[src/rtl/accel_spi_reader.sv]
// accel_spi_reader
//   SPI master (mode 3, 4-wire) for an ADXL345 accelerometer. After reset it
//   writes DATA_FORMAT (0x31 <- 0x0B) and POWER_CTL (0x2D <- 0x08), then bursts
//   the six data registers (0x32..0x37) once every SAMPLE_PERIOD clocks and
//   presents X/Y/Z as three registered words that update together.
//
// Parameters
//   CLK_DIV        SCLK half-period in clk cycles (>= 2)
//   SAMPLE_PERIOD  clk cycles from one read's CS fall to the next (>= 120*CLK_DIV)
//
// Ports
//   clk, reset            system clock, synchronous active-high reset
//   spi_sclk/cs_n/mosi    SPI master outputs (SCLK idles high, CS active low)
//   spi_miso              SPI slave data in (already synchronised)
//   accel_x/y/z           last complete sample, two's complement
//   sample_valid          one-cycle pulse on the cycle accel_* update
//   init_done             high once the sensor has been configured
//   sample_count          number of completed reads, wraps at 16 bits
module accel_spi_reader #(
  parameter int CLK_DIV       = 25,
  parameter int SAMPLE_PERIOD = 500000
) (
  input  logic        clk,
  input  logic        reset,
  output logic        spi_sclk,
  output logic        spi_cs_n,
  output logic        spi_mosi,
  input  logic        spi_miso,
  output logic [15:0] accel_x,
  output logic [15:0] accel_y,
  output logic [15:0] accel_z,
  output logic        sample_valid,
  output logic        init_done,
  output logic [15:0] sample_count
);

  localparam int DIV_W  = $clog2(CLK_DIV);
  localparam int WAIT_W = $clog2(SAMPLE_PERIOD);

  localparam logic [DIV_W-1:0]  DIV_LAST    = DIV_W'(CLK_DIV - 1);
  localparam logic [WAIT_W-1:0] GAP_LOAD    = WAIT_W'(2 * CLK_DIV - 1);
  localparam logic [WAIT_W-1:0] PERIOD_LOAD = WAIT_W'(SAMPLE_PERIOD - 1);

  // Transmit words are MSB-aligned in a 56-bit shifter; unused tail is zero so
  // MOSI naturally returns to 0 once the meaningful bytes have shifted out.
  localparam logic [55:0] FMT_WORD  = {8'h31, 8'h0B, 40'h0};
  localparam logic [55:0] PWR_WORD  = {8'h2D, 8'h08, 40'h0};
  localparam logic [55:0] READ_WORD = {8'hF2, 48'h0};
  localparam logic [5:0]  WR_LAST_BIT = 6'd15;
  localparam logic [5:0]  RD_LAST_BIT = 6'd55;

  typedef enum logic [2:0] {INIT_FMT, GAP1, INIT_PWR, WAIT, READ} state_t;
  typedef enum logic [2:0] {PH_IDLE, PH_SETUP, PH_LOW, PH_HIGH, PH_HOLD} phase_t;

  state_t              state_reg, state_next;
  phase_t              phase_reg;
  logic [DIV_W-1:0]    div_cnt_reg;
  logic [5:0]          bit_cnt_reg;
  logic [5:0]          last_bit_reg;
  logic [55:0]         tx_reg;
  logic [47:0]         rx_reg;
  logic [WAIT_W-1:0]   wait_cnt_reg;
  logic                sclk_reg;
  logic                cs_n_reg;
  logic                sample_valid_reg;
  logic                init_done_reg;
  logic [15:0]         sample_count_reg;

  logic                div_end;
  logic                xfer_done;
  logic                load_sample;
  logic                start_xfer;
  logic [55:0]         start_word;
  logic [5:0]          start_last;
  logic                wait_load;
  logic [WAIT_W-1:0]   wait_value;

  assign div_end     = (phase_reg != PH_IDLE) && (div_cnt_reg == DIV_LAST);
  assign xfer_done   = (phase_reg == PH_HOLD) && div_end;
  assign load_sample = (state_reg == READ) && xfer_done;

  // ---------------------------------------------------------------------------
  // Sequencer. Transactions are launched on the same edge the gap/period
  // counter expires, so CS falls exactly on the counted cycle.
  // ---------------------------------------------------------------------------
  always_ff @(posedge clk) begin
    if (reset) state_reg <= INIT_FMT;
    else       state_reg <= state_next;
  end

  always_comb begin
    state_next = state_reg;
    start_xfer = 1'b0;
    start_word = '0;
    start_last = WR_LAST_BIT;
    wait_load  = 1'b0;
    wait_value = GAP_LOAD;
    case (state_reg)
      INIT_FMT: begin
        if (phase_reg == PH_IDLE) begin
          start_xfer = 1'b1;
          start_word = FMT_WORD;
        end else if (xfer_done) begin
          state_next = GAP1;
          wait_load  = 1'b1;
        end
      end
      GAP1: begin
        if (wait_cnt_reg == '0) begin
          start_xfer = 1'b1;
          start_word = PWR_WORD;
          state_next = INIT_PWR;
        end
      end
      INIT_PWR: begin
        if (xfer_done) begin
          state_next = WAIT;
          wait_load  = 1'b1;
        end
      end
      WAIT: begin
        if (wait_cnt_reg == '0) begin
          start_xfer = 1'b1;
          start_word = READ_WORD;
          start_last = RD_LAST_BIT;
          wait_load  = 1'b1;
          wait_value = PERIOD_LOAD;
          state_next = READ;
        end
      end
      READ: begin
        if (xfer_done) state_next = WAIT;
      end
      default: state_next = INIT_FMT;
    endcase
  end

  // Gap / period counter. It is reloaded at each read start and keeps running
  // through the read, so the CS-fall-to-CS-fall period never slips.
  always_ff @(posedge clk) begin
    if (reset)                   wait_cnt_reg <= '0;
    else if (wait_load)          wait_cnt_reg <= wait_value;
    else if (wait_cnt_reg != '0) wait_cnt_reg <= wait_cnt_reg - WAIT_W'(1);
  end

  // ---------------------------------------------------------------------------
  // Transaction engine: SETUP (SCLK high, first bit out), then LOW/HIGH pairs
  // per bit, then HOLD before CS is released.
  // ---------------------------------------------------------------------------
  always_ff @(posedge clk) begin
    if (reset) begin
      phase_reg    <= PH_IDLE;
      div_cnt_reg  <= '0;
      bit_cnt_reg  <= '0;
      last_bit_reg <= WR_LAST_BIT;
      tx_reg       <= '0;
      rx_reg       <= '0;
      sclk_reg     <= 1'b1;
      cs_n_reg     <= 1'b1;
    end else if (start_xfer) begin
      phase_reg    <= PH_SETUP;
      div_cnt_reg  <= '0;
      bit_cnt_reg  <= '0;
      last_bit_reg <= start_last;
      tx_reg       <= start_word;
      sclk_reg     <= 1'b1;
      cs_n_reg     <= 1'b0;
    end else if (phase_reg != PH_IDLE) begin
      div_cnt_reg <= div_end ? '0 : div_cnt_reg + DIV_W'(1);
      if (div_end) begin
        case (phase_reg)
          PH_SETUP: begin
            // First falling edge: MOSI already carries bit 7, so no shift here.
            phase_reg <= PH_LOW;
            sclk_reg  <= 1'b0;
          end
          PH_LOW: begin
            phase_reg <= PH_HIGH;
            sclk_reg  <= 1'b1;
            rx_reg    <= {rx_reg[46:0], spi_miso};
          end
          PH_HIGH: begin
            if (bit_cnt_reg == last_bit_reg) begin
              phase_reg <= PH_HOLD;
            end else begin
              phase_reg   <= PH_LOW;
              sclk_reg    <= 1'b0;
              bit_cnt_reg <= bit_cnt_reg + 6'd1;
              tx_reg      <= {tx_reg[54:0], 1'b0};
            end
          end
          PH_HOLD: begin
            phase_reg <= PH_IDLE;
            cs_n_reg  <= 1'b1;
            tx_reg    <= '0;
          end
          default: phase_reg <= PH_IDLE;
        endcase
      end
    end
  end

  // ---------------------------------------------------------------------------
  // Sample outputs. Burst bytes arrive X0 X1 Y0 Y1 Z0 Z1; axis gi's low byte is
  // burst byte 2*gi+1, high byte 2*gi+2. All three load on the CS-rise cycle.
  // ---------------------------------------------------------------------------
  for (genvar gi = 0; gi < 3; gi++) begin : g_axis
    logic [15:0] word_reg;
    always_ff @(posedge clk) begin
      if (reset)            word_reg <= '0;
      else if (load_sample) word_reg <= {rx_reg[39-16*gi -: 8], rx_reg[47-16*gi -: 8]};
    end
  end

  always_ff @(posedge clk) begin
    if (reset) begin
      sample_valid_reg <= 1'b0;
      init_done_reg    <= 1'b0;
    end else begin
      sample_valid_reg <= load_sample;
      if ((state_reg == INIT_PWR) && xfer_done) init_done_reg <= 1'b1;
    end
  end

  always_ff @(posedge clk) begin
    if (reset)            sample_count_reg <= '0;
    else if (load_sample) sample_count_reg <= sample_count_reg + 16'd1;
  end

  assign spi_sclk     = sclk_reg;
  assign spi_cs_n     = cs_n_reg;
  assign spi_mosi     = tx_reg[55];
  assign accel_x      = g_axis[0].word_reg;
  assign accel_y      = g_axis[1].word_reg;
  assign accel_z      = g_axis[2].word_reg;
  assign sample_valid = sample_valid_reg;
  assign init_done    = init_done_reg;
  assign sample_count = sample_count_reg;

endmodule
[config.mk]
export PLATFORM = sky130hd
export DESIGN_NAME = accel_spi_reader
export DESIGN_NICKNAME = d
export VERILOG_FILES = /design/src/rtl/accel_spi_reader.sv
export SDC_FILE = /design/constraint.sdc
export NUM_CORES = 1
export LEC_CHECK = 0
export ABC_AREA = 1
export CAP_MARGIN = 10
export CELL_PAD_IN_SITES_DETAIL_PLACEMENT = 0
export CELL_PAD_IN_SITES_GLOBAL_PLACEMENT = 1
export CORE_ASPECT_RATIO = 1.75
export CORE_UTILIZATION = 42
export DETAILED_ROUTE_END_ITERATION = 10
export GPL_TIMING_DRIVEN = 0
export PLACE_DENSITY = 0.77
export RECOVER_POWER = 25
export SLEW_MARGIN = 30
export SYNTH_ARGS = -nofsm -noshare
export SYNTH_HDL_FRONTEND = slang
export SYNTH_SLANG_ARGS = --single-unit
[constraint.sdc]
create_clock -name clk -period 2.41 [get_ports clk]
set_clock_uncertainty 0.2 [all_clocks]
set_input_delay 0.3615 -clock clk [delete_from_list [all_inputs] [get_ports clk]]
set_output_delay 0.3615 -clock clk [all_outputs]
set_load 0.1 [all_outputs]
### Word-level counts from Yosys, hierarchy flattened

Cells that the tools add are included.

| storage, ports and cells | value |
|---|---|
| bits in registers | 214 |
| output and inout bits | 69 |
| logic and storage cells | 105 |

| operators by class | value |
|---|---|
| add/subtract/negate cells | 4 |
| equality and inequality tests | 17 |
| multiplexer cells | 39 |
| bitwise gates (word level) | 2 |
| reduce and logical (&&, ||, !) cells | 26 |

Operator list:

| cell | count |
|---|---|
| two-way mux 56 bit | 5 |
| one-hot mux 56 bit (3 select lines) | 1 |
| one-hot mux 56 bit (2 select lines) | 1 |
| two-way mux 54 bit | 2 |
| two-way mux 19 bit | 4 |
| zero test 19 bit | 1 |
| nonzero test 19 bit | 1 |
| subtractor 19 x 1 -> 19 bit, second input constant | 1 |
| two-way mux 3 bit | 6 |
| adder 16 x 1 -> 16 bit, second input constant | 1 |
| AND reduction 4 bit | 4 |
| == test 3 x 2 -> 1 bit, second input constant | 4 |
| two-way mux 1 bit | 12 |
| two-way mux 6 bit | 2 |
| one-hot mux 3 bit (4 select lines) | 1 |
| inequality test 2 bit, second input constant | 5 |
| one-hot mux 3 bit (3 select lines) | 1 |
| nonzero test 3 bit | 3 |
| nonzero test 2 bit | 4 |
| adder 6 x 1 -> 6 bit, second input constant | 1 |
| == test 3 x 1 -> 1 bit, second input constant | 2 |
| == test 3 bit, second input constant | 2 |
| == test 6 bit | 1 |
| zero test 3 bit | 2 |
| 13 further kinds | 21 |

### Logic depth before layout (Yosys ltp)

| depth | value |
|---|---|
| depth after elaboration | 7 |
| mapped depth | 12 |

### Worst setup path after synthesis

OpenSTA, ideal clock, no wires.

| path | value |
|---|---|
| path kind | reg-to-reg |
| from | register sample_count_reg[3], in the netlist sample_count[3] |
| to | register sample_count_reg[13], in the netlist sample_count[13] |
| setup time | 0.119 ns |
| data arrival time | 2.105 ns |
| required time | 2.091 ns |
| path slack | -0.015 ns |
| stages on the path, launching flop included | 10 |
| buffers on the path | 0 |
| period minus slack after synthesis | 2.425 ns |
| cell sequence | dfxtp_1 -> nand2_1 -> nor2_1 -> nand2_1 -> nor2_1 -> nand4_1 -> nor3_2 -> nand3_1 -> nand2_1 -> nor2_1 |

| between the ends | value |
|---|---|
| cells in the longest elaborated chain, start to end | 1 |

RTL lines:

| what | RTL line | source |
|---|---|---|
| start, declared | 67 | `logic [15:0] sample_count_reg;` |
| start signal, assigned | 227 | `else if (load_sample) sample_count_reg <= sample_count_reg + 16'd1;` |
| adder 16 x 1 -> 16 bit | 227 |  |

Every way passes these cells.
A chain may end at the register's enable or synchronous reset.

### Worst setup path in the final report

| path | value |
|---|---|
| from | register sample_count_reg[4], in the netlist sample_count[4] |
| to | output sample_count[4] |

RTL lines:

| what | RTL line | source |
|---|---|---|
| end, declared | 34 | `output logic [15:0] sample_count` |

No word-level cell between the ends.

==> impl_metrics.json <==
{
  "status": "complete, no violations",
  "crit_path_top_delay_cell": "dlygate4sd2_1",
  "crit_buf_inv": 1,
  "synth_cell_types": 40,
  "end_kind": "output port",
  "grt_pass1_vias": 6309,
  "drt-total-wl_um": 18820,
  "crit_family": "buffers and inverters",
  "layout-drive-gt1-share": 0.1107,
  "crit_type": "flop to output port",
  "nFillCells": 1779,
  "cts.clk_slew.worst_paths_ns": 0.06,
  "syn_inst": 954,
  "via_per_inst": 4.980,
  "n_antenna_cell": 0,
  "switching_share": 0.2968,
  "insertion_delay_ns": 0.44,
  "pre_cts_ws_ns": -0.1091,
  "grt_start_max_net_pins": 17,
  "drt_iter0_markers": 174,
  "core_um2": 16950,
  "start_kind": "flop",
  "grtUsageTotal": 0.2274,
  "drcViolationCount": 0,
  "dieArea_um2": 17880,
  "drt_first_pass_iters": 5,
  "ys.flop_type": "dfxtp_1",
  "ioPinCount": 72,
  "intPower_mw": 5.610,
  "path_max_fanout": 5,
  "required_ns": 1.85,
  "synth_top_area_share": 0.4677,
  "fin_ws_ns": 0.06079,
  "synth_nets": 962,
  "tightest_slew_ns": 1.176,
  "fin_util": 0.5182,
  "clock.fmax_mhz": 425.7,
  "clkSinkCount": 170,
  "syn_avg_cell_area_um2": 7.628,
  "start_util": 0.4294,
  "switchingPower_mw": 2.368,
  "rsz0062_at_grt": "no",
  "async_reset_ff_frac": 0,
  "numCtsBuffers": 17,
  "die_h_um": 176.1,
  "max_slew_margin": 0.2193,
  "p_clk_frac": 0.401,
  "synth_common_cells": "nand2_1 (232), dfxtp_1 (170), a21oi_1 (122)",
  "seq_power_share": 0.389,
  "ant_nets": 0,
  "power.share.combinational": 0.210,
  "powerDensity_nw_per_um2": 908.4,
  "ctsHtreeMaxLevel": 4,
  "die_x_um": 101.5,
  "max_stage_delay_ns": 0.89,
  "dp.final_hpwl_um": 13990,
  "setup_viol": 0,
  "finalCritPeriodShare": 0.9748,
  "gp_congestion": 0.8184,
  "clock-root-buffer": "clkbuf_16",
  "maxCapViolCount": 0,
  "hold_path_class": "flop to flop",
  "tritoncts": "yes",
  "drv_slew": 0,
  "cts_hold_buf": 0,
  "yosysMostFrequentCell": "nand2_1",
  "synth_top_area_cell": "dfxtp_1",
  "antenna_found_initial": 0,
  "clockBufferDepth": 2,
  "fin_crit_ns": 2.349,
  "crit_chain": "dlygate4sd2_1",
  "nNetsFinal": 1052,
  "synth-seq-cells": 170,
  "seq_area_frac_synth": 0.4677,
  "syn2layout_area_growth_pct": 20.68,
  "synth_warnings": 0,
  "largest_reg_flops": 48,
  "synth_area_leaders": "dfxtp_1 (47%), nand2_1 (12%), a21oi_1 (8.4%)",
  "grt_overflow": 0,
  "max-vdd-ir-drop_v": 0.0007098,
  "arrival_ns": 1.79,
  "synth_edf_count": 0,
  "vias": 6394,
  "hold_viol": 0,
  "ff2ff_setup_slack_ns": 0.16,
  "row_count": 63,
  "portBuffers": 70,
  "routedWlPerCell_um": 14.66,
  "final_area_um2": 8782,
  "leakage_nw": 3.368,
  "placed_cell_area_um2": 8258,
  "grt_pass1_wl_um": 31150,
  "netlist_area_um2": 7277
}
==> power by group through the flow <==
stage | Combinational, mW | Clock, mW | Sequential, mW
after global routing | 1.92 | 3.37 | 3.12
after CTS | 1.67 | 3.25 | 3.11
after global placement | 1.66 | 0 | 3.17
final | 1.68 | 3.20 | 3.10
after detailed placement | 1.66 | 0 | 3.17
after floorplan | 1.37 | 0 | 3.14
==> area by class of cell <==
class                      count  area (µm²)  share of cell area
clock buffer                  19       432.9             0.04929
buffer                        50       260.3             0.02963
clock inverter                13       246.5             0.02807
multi-input combinational    681        3421              0.3895
timing repair buffer          71       533.0             0.06069
sequential                   170        3405              0.3877
tap                          227       284.0             0.03234
inverter                      53       200.2             0.02280
==> cells in the final DEF, fill, tap and decap left out, types with 19 or more instances in the layout <==
cell type,count
a21oi_1,122
dlygate4sd2_1,51
clkbuf_1,41
nand3_1,82
dfxtp_1,169
nor3_1,21
inv_1,44
nand2_1,232
nor2_1,86
o21ai_0,19
nand2_2,20
==> worst paths after layout <==
path	cells after the start	start	to
max	1	sample_count[4]	sample_count[4]
min	2	accel_x[8]	accel_x[8]
max reg2reg	12	wait_cnt_reg[0]	tx_reg[52]
min reg2reg	2	accel_x[8]	accel_x[8]
==> stage by stage <==
stage	power, mW	setup TNS [ns]	cells	hold slack [ns]
global route	8.415	0	1284	0.2834
global placement	4.828	-0.2838	1251	0.2528
detailed placement	4.826	-0.1348	1251	0.2559
floorplan	4.510	0	954	0.2391
CTS	8.029	0	1284	0.2634
finish	7.978	0	1284	0.2616
==> per-layer routing <==
| layer | track usage | vias to the layer above | wire (µm) |
|---|---|---|---|
| met5 | 0 | - | 0 |
| met4 | 0.07307 | 0 | 268 |
| met3 | 0.04513 | 20 | 502 |
| met2 | 0.4383 | 78 | 10590 |
| met1 | 0.2383 | 2969 | 7456 |
| li1 | - | 3327 | - |
==> cell families (layout without fill, tap and decap cells) <==
kind of cell    count (synthesis)  after routing  share of synthesized area
flops                         170            170                     0.4677
buf+inv                       103            206                    0.06258
fa+ha+maj                       5              5                   0.008597
compound gates                168            168                     0.1231
simple gates                  486            486                     0.3116
xor+xnor                       22             22                    0.02648
==> worst register-to-register path, cell delays in order, from the launching register on <==
cell and delay, ns:
dfxtp_1 0.32, inv_1 0.16, ha_4 0.22, nand2_4 0.09, nor2_8 0.16, nand2_2 0.12
nor2_8 0.19, nand2_2 0.10, nand2_1 0.13, clkbuf_4 0.22, nor2_1 0.05, nor2_1 0.12
nor2_1 0.06
==> repair_timing <==
action,4_1_cts,5_1_grt
endpoints found under the hold margin,0,0
buffers inserted,1,0
pin swaps,1,1
setup endpoints to repair,72,31
resized for setup,69,7
Power figures use the tool's default switching activity.
